`config.mk`:
```
export PLATFORM = sky130hd
export DESIGN_NAME = alu_rr_scheduler
export DESIGN_NICKNAME = d
export VERILOG_FILES = /design/src/rtl/alu_pkg.sv /design/src/rtl/alu_core.sv /design/src/rtl/alu_rr_scheduler.sv
export SDC_FILE = /design/constraint.sdc
export NUM_CORES = 1
export LEC_CHECK = 0
export CORE_ASPECT_RATIO = 1.2
export CORE_MARGIN = 10
export CORE_UTILIZATION = 30
export DETAILED_ROUTE_END_ITERATION = 16
export GPL_TIMING_DRIVEN = 0
export PLACE_DENSITY = 0.59
export RECOVER_POWER = 50
export SETUP_SLACK_MARGIN = 0.2
export SYNTH_ARGS = -nofsm -noshare
export SYNTH_HDL_FRONTEND = slang
export SYNTH_SLANG_ARGS = --single-unit
```
`constraint.sdc`:
```
create_clock -name clk -period 14.2 [get_ports clk]
set_clock_uncertainty 0.05 [all_clocks]
set_input_delay 2.13 -clock clk [delete_from_list [all_inputs] [get_ports clk]]
set_output_delay 2.13 -clock clk [all_outputs]
set_load 0.03 [all_outputs]
```
`src/rtl/alu_pkg.sv`:
```
// Shared opcode map, flag bundle and constants for the round-robin ALU scheduler.
// The divide-by-zero error output is enabled by defining ALU_RR_DIVZERO_EN.
package alu_pkg;

    localparam logic [3:0] OP_ADD  = 4'h0;
    localparam logic [3:0] OP_SUB  = 4'h1;
    localparam logic [3:0] OP_MUL  = 4'h2;
    localparam logic [3:0] OP_DIV  = 4'h3;
    localparam logic [3:0] OP_SHL  = 4'h4;
    localparam logic [3:0] OP_SHR  = 4'h5;
    localparam logic [3:0] OP_ROL  = 4'h6;
    localparam logic [3:0] OP_ROR  = 4'h7;
    localparam logic [3:0] OP_AND  = 4'h8;
    localparam logic [3:0] OP_OR   = 4'h9;
    localparam logic [3:0] OP_XOR  = 4'hA;
    localparam logic [3:0] OP_NOR  = 4'hB;
    localparam logic [3:0] OP_NAND = 4'hC;
    localparam logic [3:0] OP_XNOR = 4'hD;
    localparam logic [3:0] OP_GT   = 4'hE;
    localparam logic [3:0] OP_EQ   = 4'hF;

    localparam logic [7:0] DIV0_RESULT = 8'hFF;

    typedef struct packed {
        logic carry;
        logic zero;
        logic ovf;
    } alu_flags_t;

    // Overflow compares operand signs with the result sign, regardless of opcode.
    function automatic logic ovf_of(input logic a7, input logic b7, input logic r7);
        return (a7 == b7) && (r7 != a7);
    endfunction

endpackage

```
`src/rtl/alu_core.sv`:
```
// Purely combinational 8-bit ALU: 16 opcodes plus carry/zero/overflow and a div-by-zero flag.
module alu_core
    import alu_pkg::*;
(
    input  logic [7:0] a,
    input  logic [7:0] b,
    input  logic [3:0] sel,
    output logic [7:0] result,
    output logic       carry,
    output logic       zero,
    output logic       ovf,
    output logic       div0
);

    logic [8:0]  sum9;
    logic [15:0] prod;
    logic [7:0]  quot;

    assign sum9 = {1'b0, a} + {1'b0, b};
    assign prod = {8'h00, a} * {8'h00, b};
    assign div0 = (sel == OP_DIV) && (b == 8'h00);
    // The divider is never allowed to see a zero divisor so the result stays defined.
    assign quot = (b == 8'h00) ? DIV0_RESULT : (a / b);

    always_comb begin
        result = 8'h00;
        case (sel)
            OP_ADD:  result = sum9[7:0];
            OP_SUB:  result = a - b;
            OP_MUL:  result = prod[7:0];
            OP_DIV:  result = quot;
            OP_SHL:  result = {a[6:0], 1'b0};
            OP_SHR:  result = {1'b0, a[7:1]};
            OP_ROL:  result = {a[6:0], a[7]};
            OP_ROR:  result = {a[0], a[7:1]};
            OP_AND:  result = a & b;
            OP_OR:   result = a | b;
            OP_XOR:  result = a ^ b;
            OP_NOR:  result = ~(a | b);
            OP_NAND: result = ~(a & b);
            OP_XNOR: result = ~(a ^ b);
            OP_GT:   result = (a > b)  ? 8'h01 : 8'h00;
            OP_EQ:   result = (a == b) ? 8'h01 : 8'h00;
            default: result = 8'h00;
        endcase
    end

    // Carry is always the add carry, even for non-add opcodes.
    assign carry = sum9[8];
    assign zero  = (result == 8'h00);
    assign ovf   = ovf_of(a[7], b[7], result[7]);

endmodule

```
`src/rtl/alu_rr_scheduler.sv`:
```
// Round-robin scheduler sharing one ALU among NREQ requesters, with a one-entry output slot.
// Define ALU_RR_DIVZERO_EN to register a divide-by-zero indication on resp_err.
module alu_rr_scheduler
    import alu_pkg::*;
#(
    parameter int NREQ = 4,
    parameter int IDW  = $clog2(NREQ)
) (
    input  logic              clk,
    input  logic              rst,
    input  logic [NREQ-1:0]   req_valid,
    output logic [NREQ-1:0]   req_ready,
    input  logic [NREQ*8-1:0] req_a,
    input  logic [NREQ*8-1:0] req_b,
    input  logic [NREQ*4-1:0] req_sel,
    output logic              resp_valid,
    input  logic              resp_ready,
    output logic [7:0]        resp_data,
    output logic              resp_carry,
    output logic              resp_zero,
    output logic              resp_ovf,
    output logic [IDW-1:0]    resp_id,
    output logic              resp_err
);

    logic [IDW-1:0] rr_ptr;
    logic [IDW-1:0] win;
    logic           any_valid;
    logic           slot_free;
    logic           grant;

    logic [7:0]     op_a;
    logic [7:0]     op_b;
    logic [3:0]     op_sel;

    logic [7:0]     core_result;
    logic           core_carry;
    logic           core_zero;
    logic           core_ovf;
    logic           core_div0;

    logic           valid_q;
    logic [7:0]     data_q;
    alu_flags_t     flags_q;
    logic [IDW-1:0] id_q;

    // Scan from rr_ptr upward with wrap; the first requester with valid set wins.
    always_comb begin
        logic [IDW:0] pos;
        any_valid = 1'b0;
        win       = '0;
        pos       = '0;
        for (int k = 0; k < NREQ; k++) begin
            pos = {1'b0, rr_ptr} + (IDW+1)'(k);
            if (pos >= (IDW+1)'(NREQ)) begin
                pos = pos - (IDW+1)'(NREQ);
            end
            if (!any_valid && req_valid[pos[IDW-1:0]]) begin
                any_valid = 1'b1;
                win       = pos[IDW-1:0];
            end
        end
    end

    assign slot_free = !valid_q || resp_ready;
    assign grant     = !rst && slot_free && any_valid;
    assign req_ready = grant ? (NREQ'(1) << win) : '0;

    assign op_a   = req_a[{win, 3'b000} +: 8];
    assign op_b   = req_b[{win, 3'b000} +: 8];
    assign op_sel = req_sel[{win, 2'b00} +: 4];

    alu_core u_alu_core (
        .a      (op_a),
        .b      (op_b),
        .sel    (op_sel),
        .result (core_result),
        .carry  (core_carry),
        .zero   (core_zero),
        .ovf    (core_ovf),
        .div0   (core_div0)
    );

    always_ff @(posedge clk) begin
        if (rst) begin
            rr_ptr <= '0;
        end else if (grant) begin
            rr_ptr <= (win == IDW'(NREQ-1)) ? '0 : win + 1'b1;
        end
    end

    // A grant refills the slot even on the cycle it drains, giving one op per cycle.
    always_ff @(posedge clk) begin
        if (rst) begin
            valid_q <= 1'b0;
            data_q  <= 8'h00;
            flags_q <= '0;
            id_q    <= '0;
        end else if (grant) begin
            valid_q       <= 1'b1;
            data_q        <= core_div0 ? DIV0_RESULT : core_result;
            flags_q.carry <= core_carry;
            flags_q.zero  <= core_zero;
            flags_q.ovf   <= core_ovf;
            id_q          <= win;
        end else if (resp_ready) begin
            valid_q <= 1'b0;
        end
    end

`ifdef ALU_RR_DIVZERO_EN
    logic err_q;

    always_ff @(posedge clk) begin
        if (rst) begin
            err_q <= 1'b0;
        end else if (grant) begin
            err_q <= core_div0;
        end
    end

    assign resp_err = err_q;
`else
    assign resp_err = 1'b0;
`endif

    assign resp_valid = valid_q;
    assign resp_data  = data_q;
    assign resp_carry = flags_q.carry;
    assign resp_zero  = flags_q.zero;
    assign resp_ovf   = flags_q.ovf;
    assign resp_id    = id_q;

endmodule

```
==> results.txt <==
----------------------------------------------------
[Run status]
  Outcome ... finished, final reports clean

[CTS]
  Maximum level of the CTS H-tree ... 1
  Latest clock arrival within the worst-skew pair ... 0.24 ns
  TritonCTS Buffers ... 3
  Clock slew at reported path FFs ... 0.05 ns
  Clock tree root driver cell ... sky130_fd_sc_hd__clkbuf_16
  Total number of clock tree sinks ... 16
  TritonCTS clock tree ... yes
  Bufs on Longest Clock Path ... 2

[Timing]
  Count of endpoints failing hold in the final timing report ... 0
  Count of endpoints failing setup in the final report ... 0
  Final period utilization ... 94.9%
  Max Clock Freq ... 74.2 MHz
  RSZ-0062 raised after global routing ... no
  Slew Limit Fails ... 0
  Tmin final ... about 13 ns
  Post-route worst setup slack ... 0.726 ns
  Slew at the pin closest to its max-slew limit ... 0.931 ns
  Worst slew margin ... 37.7%

[Worst setup path]
  Cell seen most often among critical-path stages ... sky130_fd_sc_hd__o21a_1
  Critical path's top delay family ... compound AO/OA/AOI/OAI gates
  Maximum single-stage delay on the critical path ... 0.35 ns
  Capturing element type of the critical path ... flop
  Worst Setup Start Kind ... input port
  Data arrival time at the worst-slack endpoint ... 13.61 ns
  Critical Path Slowest Stage Cell ... sky130_fd_sc_hd__a211o_4
  Data required time at the worst endpoint ... 14.34 ns
  Crit Path Category ... input port to flop
  Max Fanout on Critical Path ... 10
  Buffers plus inverters on the worst setup path ... 7

[Synth]
  Portion of the post-synthesis area used by sequential elements ... 5.77%
  Count of flip-flops with a built-in enable after synthesis ... 0
  Synthesized netlist net count ... 941
  Number of warnings reported in the yosys synthesis log ... 0
  Cell area after synthesis ... 0.00555 sq mm
  Async set or reset register ratio after synthesis ... 0%
  Dominant synthesized flop cell ... sky130_fd_sc_hd__dfxtp_1
  Number of standard cells after synthesis ... 759
  Register bit total from synthesis ... 16
  Cell variety after synth ... 79
  Average footprint of a synthesized cell ... 7.31 sq um

[Global route]
  Via count of the first global-routing pass ... 6002
  Pin count of the biggest net entering global routing ... 15
  Routing usage on met2 ... 30.8%
  Wire length of the first global-routing pass ... 33.1 mm
  Number of antenna violations at the first check in global routing ... 0
  GRT Total Usage ... 17.0%
  Met3 track utilization from global routing ... under 10%
  Overflow left after global routing ... 0
  Met1 global-route usage ... 19.6%
  Most utilized layer in the global route result ... met2

[Placement]
  Pre-CTS setup slack ... -2.63 ns
  Placed cell area ... 0.00686 sq mm
  Post-detail-place hpwl ... 17.2 mm
  Number of port buffers ... 103
  Final Wtd Congestion ... 0.982
  Placed Cells ... ~1100

[Floorplanning]
  Row cnt ... 54
  Area of the core region ... between 0.015 and 0.02 sq mm
  Area of the die ... between 0.02 and 0.025 sq mm
  Die width ... 144 um
  Vert. Die Dim ... about 170 um
  Initial Utilization ... 30.5%
  I/O pin cnt ... 106

[Final layout]
  Fillers ... 1854
  Number of non-filler instances in the completed layout ... around 1100
  Number of nets at the end of the flow ... 1097
  Fraction of final layout cells with drive strength greater than 1 ... 19.1%
  Antenna cells ... 0
  Synthesis-to-finish area growth ... 37.8%
  Summed area of non-filler cells in the final layout ... 0.00764 sq mm

[Power and ir drop]
  Clock network fraction of total power ... between 2 and 3%
  Proportion of power drawn by combinational gates ... between 90% and 100%
  Power density over the cells ... 255 mW/mm^2
  Reg power frac ... 3.6%
  Pint ... 911 uW
  Switching component of the power ... 1.04 mW
  Leakage power summed over all cells ... approximately 3.3 nW
  Worst vdd rail ir drop ... 133 uV
  Sw Share ... 53.2%
  Overall power of the completed layout ... 1.95 mW

[Detailed routing]
  DRT Pass-1 Iters ... 5
  Number of design rule violations left after detail routing ... 0
  DRT Wirelength ... approximately 22 mm
  Remaining number of nets flagged by the antenna check after routing ... 0
  First-iteration detailed-routing DRC count ... 481
  Routed wire per std cell ... 19.5 um
  Detailed-route vias per instance ... around 5.6
  Routed via count ... 6345

[Worst hold path]
  Worst min-delay path category ... flop to flop

[Run]
  Number of maximum-capacitance constraint violations ... 0

----------------------------------------------------
repair_timing:
| action | in CTS | in global routing |
|---|---|---|
| endpoints found under the setup margin | 3 | 2 |
| hold buffers | 0 | 0 |
| pin swaps | 17 | 36 |
| gates resized for setup | 42 | 57 |
| buffers inserted | 23 | 25 |
registers in the layout (all words and copies together), names as in the netlist:
name        cells
resp_data       8
resp_id         2
resp_ovf        1
rr_ptr          2
resp_carry      1
resp_zero       1
resp_valid      1
final timing paths:
check / endpoint / slack (ns) / from / depth (start not counted)
min reg2reg: resp_id[0] / 0.40 / resp_id[0] / 2
max: resp_zero / 0.73 / req_valid[1] / 67
max reg2reg: resp_zero / 2.33 / rr_ptr[1] / 66
min: resp_id[0] / 0.40 / resp_id[0] / 2
power groups by stage:
stage	registers (mW)	clock network, mW	logic (mW)
detailed placement	0.0710	0	1.59
finish	0.0694	0.0536	1.83
global route	0.0710	0.0566	2.00
floorplan	0.0976	0	1.14
CTS	0.0702	0.0545	1.69
global placement	0.0708	0	1.58
layout make-up:
cell class	count	area, sq um	share of cell area, %
inverter	51	194	2.54
timing repair buffer	151	1370	17.9
tap	224	280	3.67
buffer	41	268	3.50
sequential	16	320	4.19
clock buffer	3	75.1	0.982
multi-input combinational	651	5140	67.2
synth_stat cells (all sizes together), types with 9 or more instances:
| master | number | area [sq um] |
|---|---|---|
| o21a | 12 | 90.1 |
| nand2 | 75 | 294 |
| fa | 14 | 280 |
| nor2b | 11 | 71.3 |
| and3 | 10 | 67.6 |
| mux2 | 12 | 135 |
| o21ai | 53 | 265 |
| mux2i | 26 | 279 |
| clkbuf | 15 | 56.3 |
| a211oi | 13 | 138 |
| nand2b | 11 | 68.8 |
| nor2 | 59 | 226 |
| xnor2 | 21 | 184 |
| ha | 81 | 1010 |
| nand3 | 52 | 265 |
| nor3 | 28 | 140 |
| inv | 51 | 194 |
| a21o | 12 | 90.1 |
| dfxtp | 16 | 320 |
| a31oi | 10 | 62.6 |
| a21oi | 37 | 185 |
| buf | 26 | 168 |
| nor4 | 11 | 87.6 |
| xor2 | 9 | 78.8 |
cell families (layout without fill, tap and decap cells):
family / count (synthesis) / in the layout / synth area share (%)
and+or+nand+nor: 288 / 288 / 25.7
buffers and inverters: 92 / 246 / 7.53
DFF: 16 / 16 / 5.77
xor gates and xnor gates: 32 / 32 / 5.55
muxes: 38 / 38 / 7.46
adders and majority gates: 95 / 95 / 23.3
other: 1 / 1 / 0.0676
AOI/OAI and AO/OA: 197 / 197 / 24.6
worst register-to-register path, delay by kind of cell, from the launching register on:
| family | cells | cell delay, ns |
|---|---|---|
| AO/OA/AOI/OAI | 27 | 4.66 |
| multiplexers | 4 | 1.29 |
| buffers and inverters | 6 | 0.93 |
| adder cells (fa/ha/maj) | 7 | 1.90 |
| AND/OR/NAND/NOR | 22 | 2.52 |
| flip-flops | 1 | 0.49 |
placed cells by master, fill, tap and decap left out, types with 11 or more instances in the layout:
master                             n
sky130_fd_sc_hd__nand2b_1         11
sky130_fd_sc_hd__inv_1            44
sky130_fd_sc_hd__xnor2_1          21
sky130_fd_sc_hd__nor3_1           27
sky130_fd_sc_hd__buf_4            52
sky130_fd_sc_hd__clkdlybuf4s50_1  84
sky130_fd_sc_hd__a21o_1           12
sky130_fd_sc_hd__nand2_1          69
sky130_fd_sc_hd__o21ai_0          44
sky130_fd_sc_hd__o21a_1           12
sky130_fd_sc_hd__mux2i_1          20
sky130_fd_sc_hd__a21oi_1          30
sky130_fd_sc_hd__dfxtp_1          16
sky130_fd_sc_hd__clkbuf_1         12
sky130_fd_sc_hd__dlygate4sd3_1    15
sky130_fd_sc_hd__ha_1             74
sky130_fd_sc_hd__fa_1             14
sky130_fd_sc_hd__nor2_1           52
sky130_fd_sc_hd__nand3_1          45
sky130_fd_sc_hd__buf_2            12
routing by layer:
layer / vias up / routed length [um]
met2: 214 / 11300
li1: 3063 / -
met3: 44 / 1260
met4: 0 / 826
met5: - / 0
met1: 3024 / 8780
stage by stage:
| step | hold slack [ns] | util, % | TNS (ns) |
|---|---|---|---|
| 2_1_floorplan | 0.431 | - | 0 |
| 3_3_place_gp | 0.396 | 37.7 | -5.45 |
| 3_5_place_dp | 0.403 | 37.7 | -5.68 |
| 4_1_cts | 0.411 | 39.9 | 0 |
| 5_1_grt | 0.415 | 42.1 | 0 |
| 6_report | 0.401 | 42.1 | 0 |
Note: power is estimated with default switching activity, not from simulation.
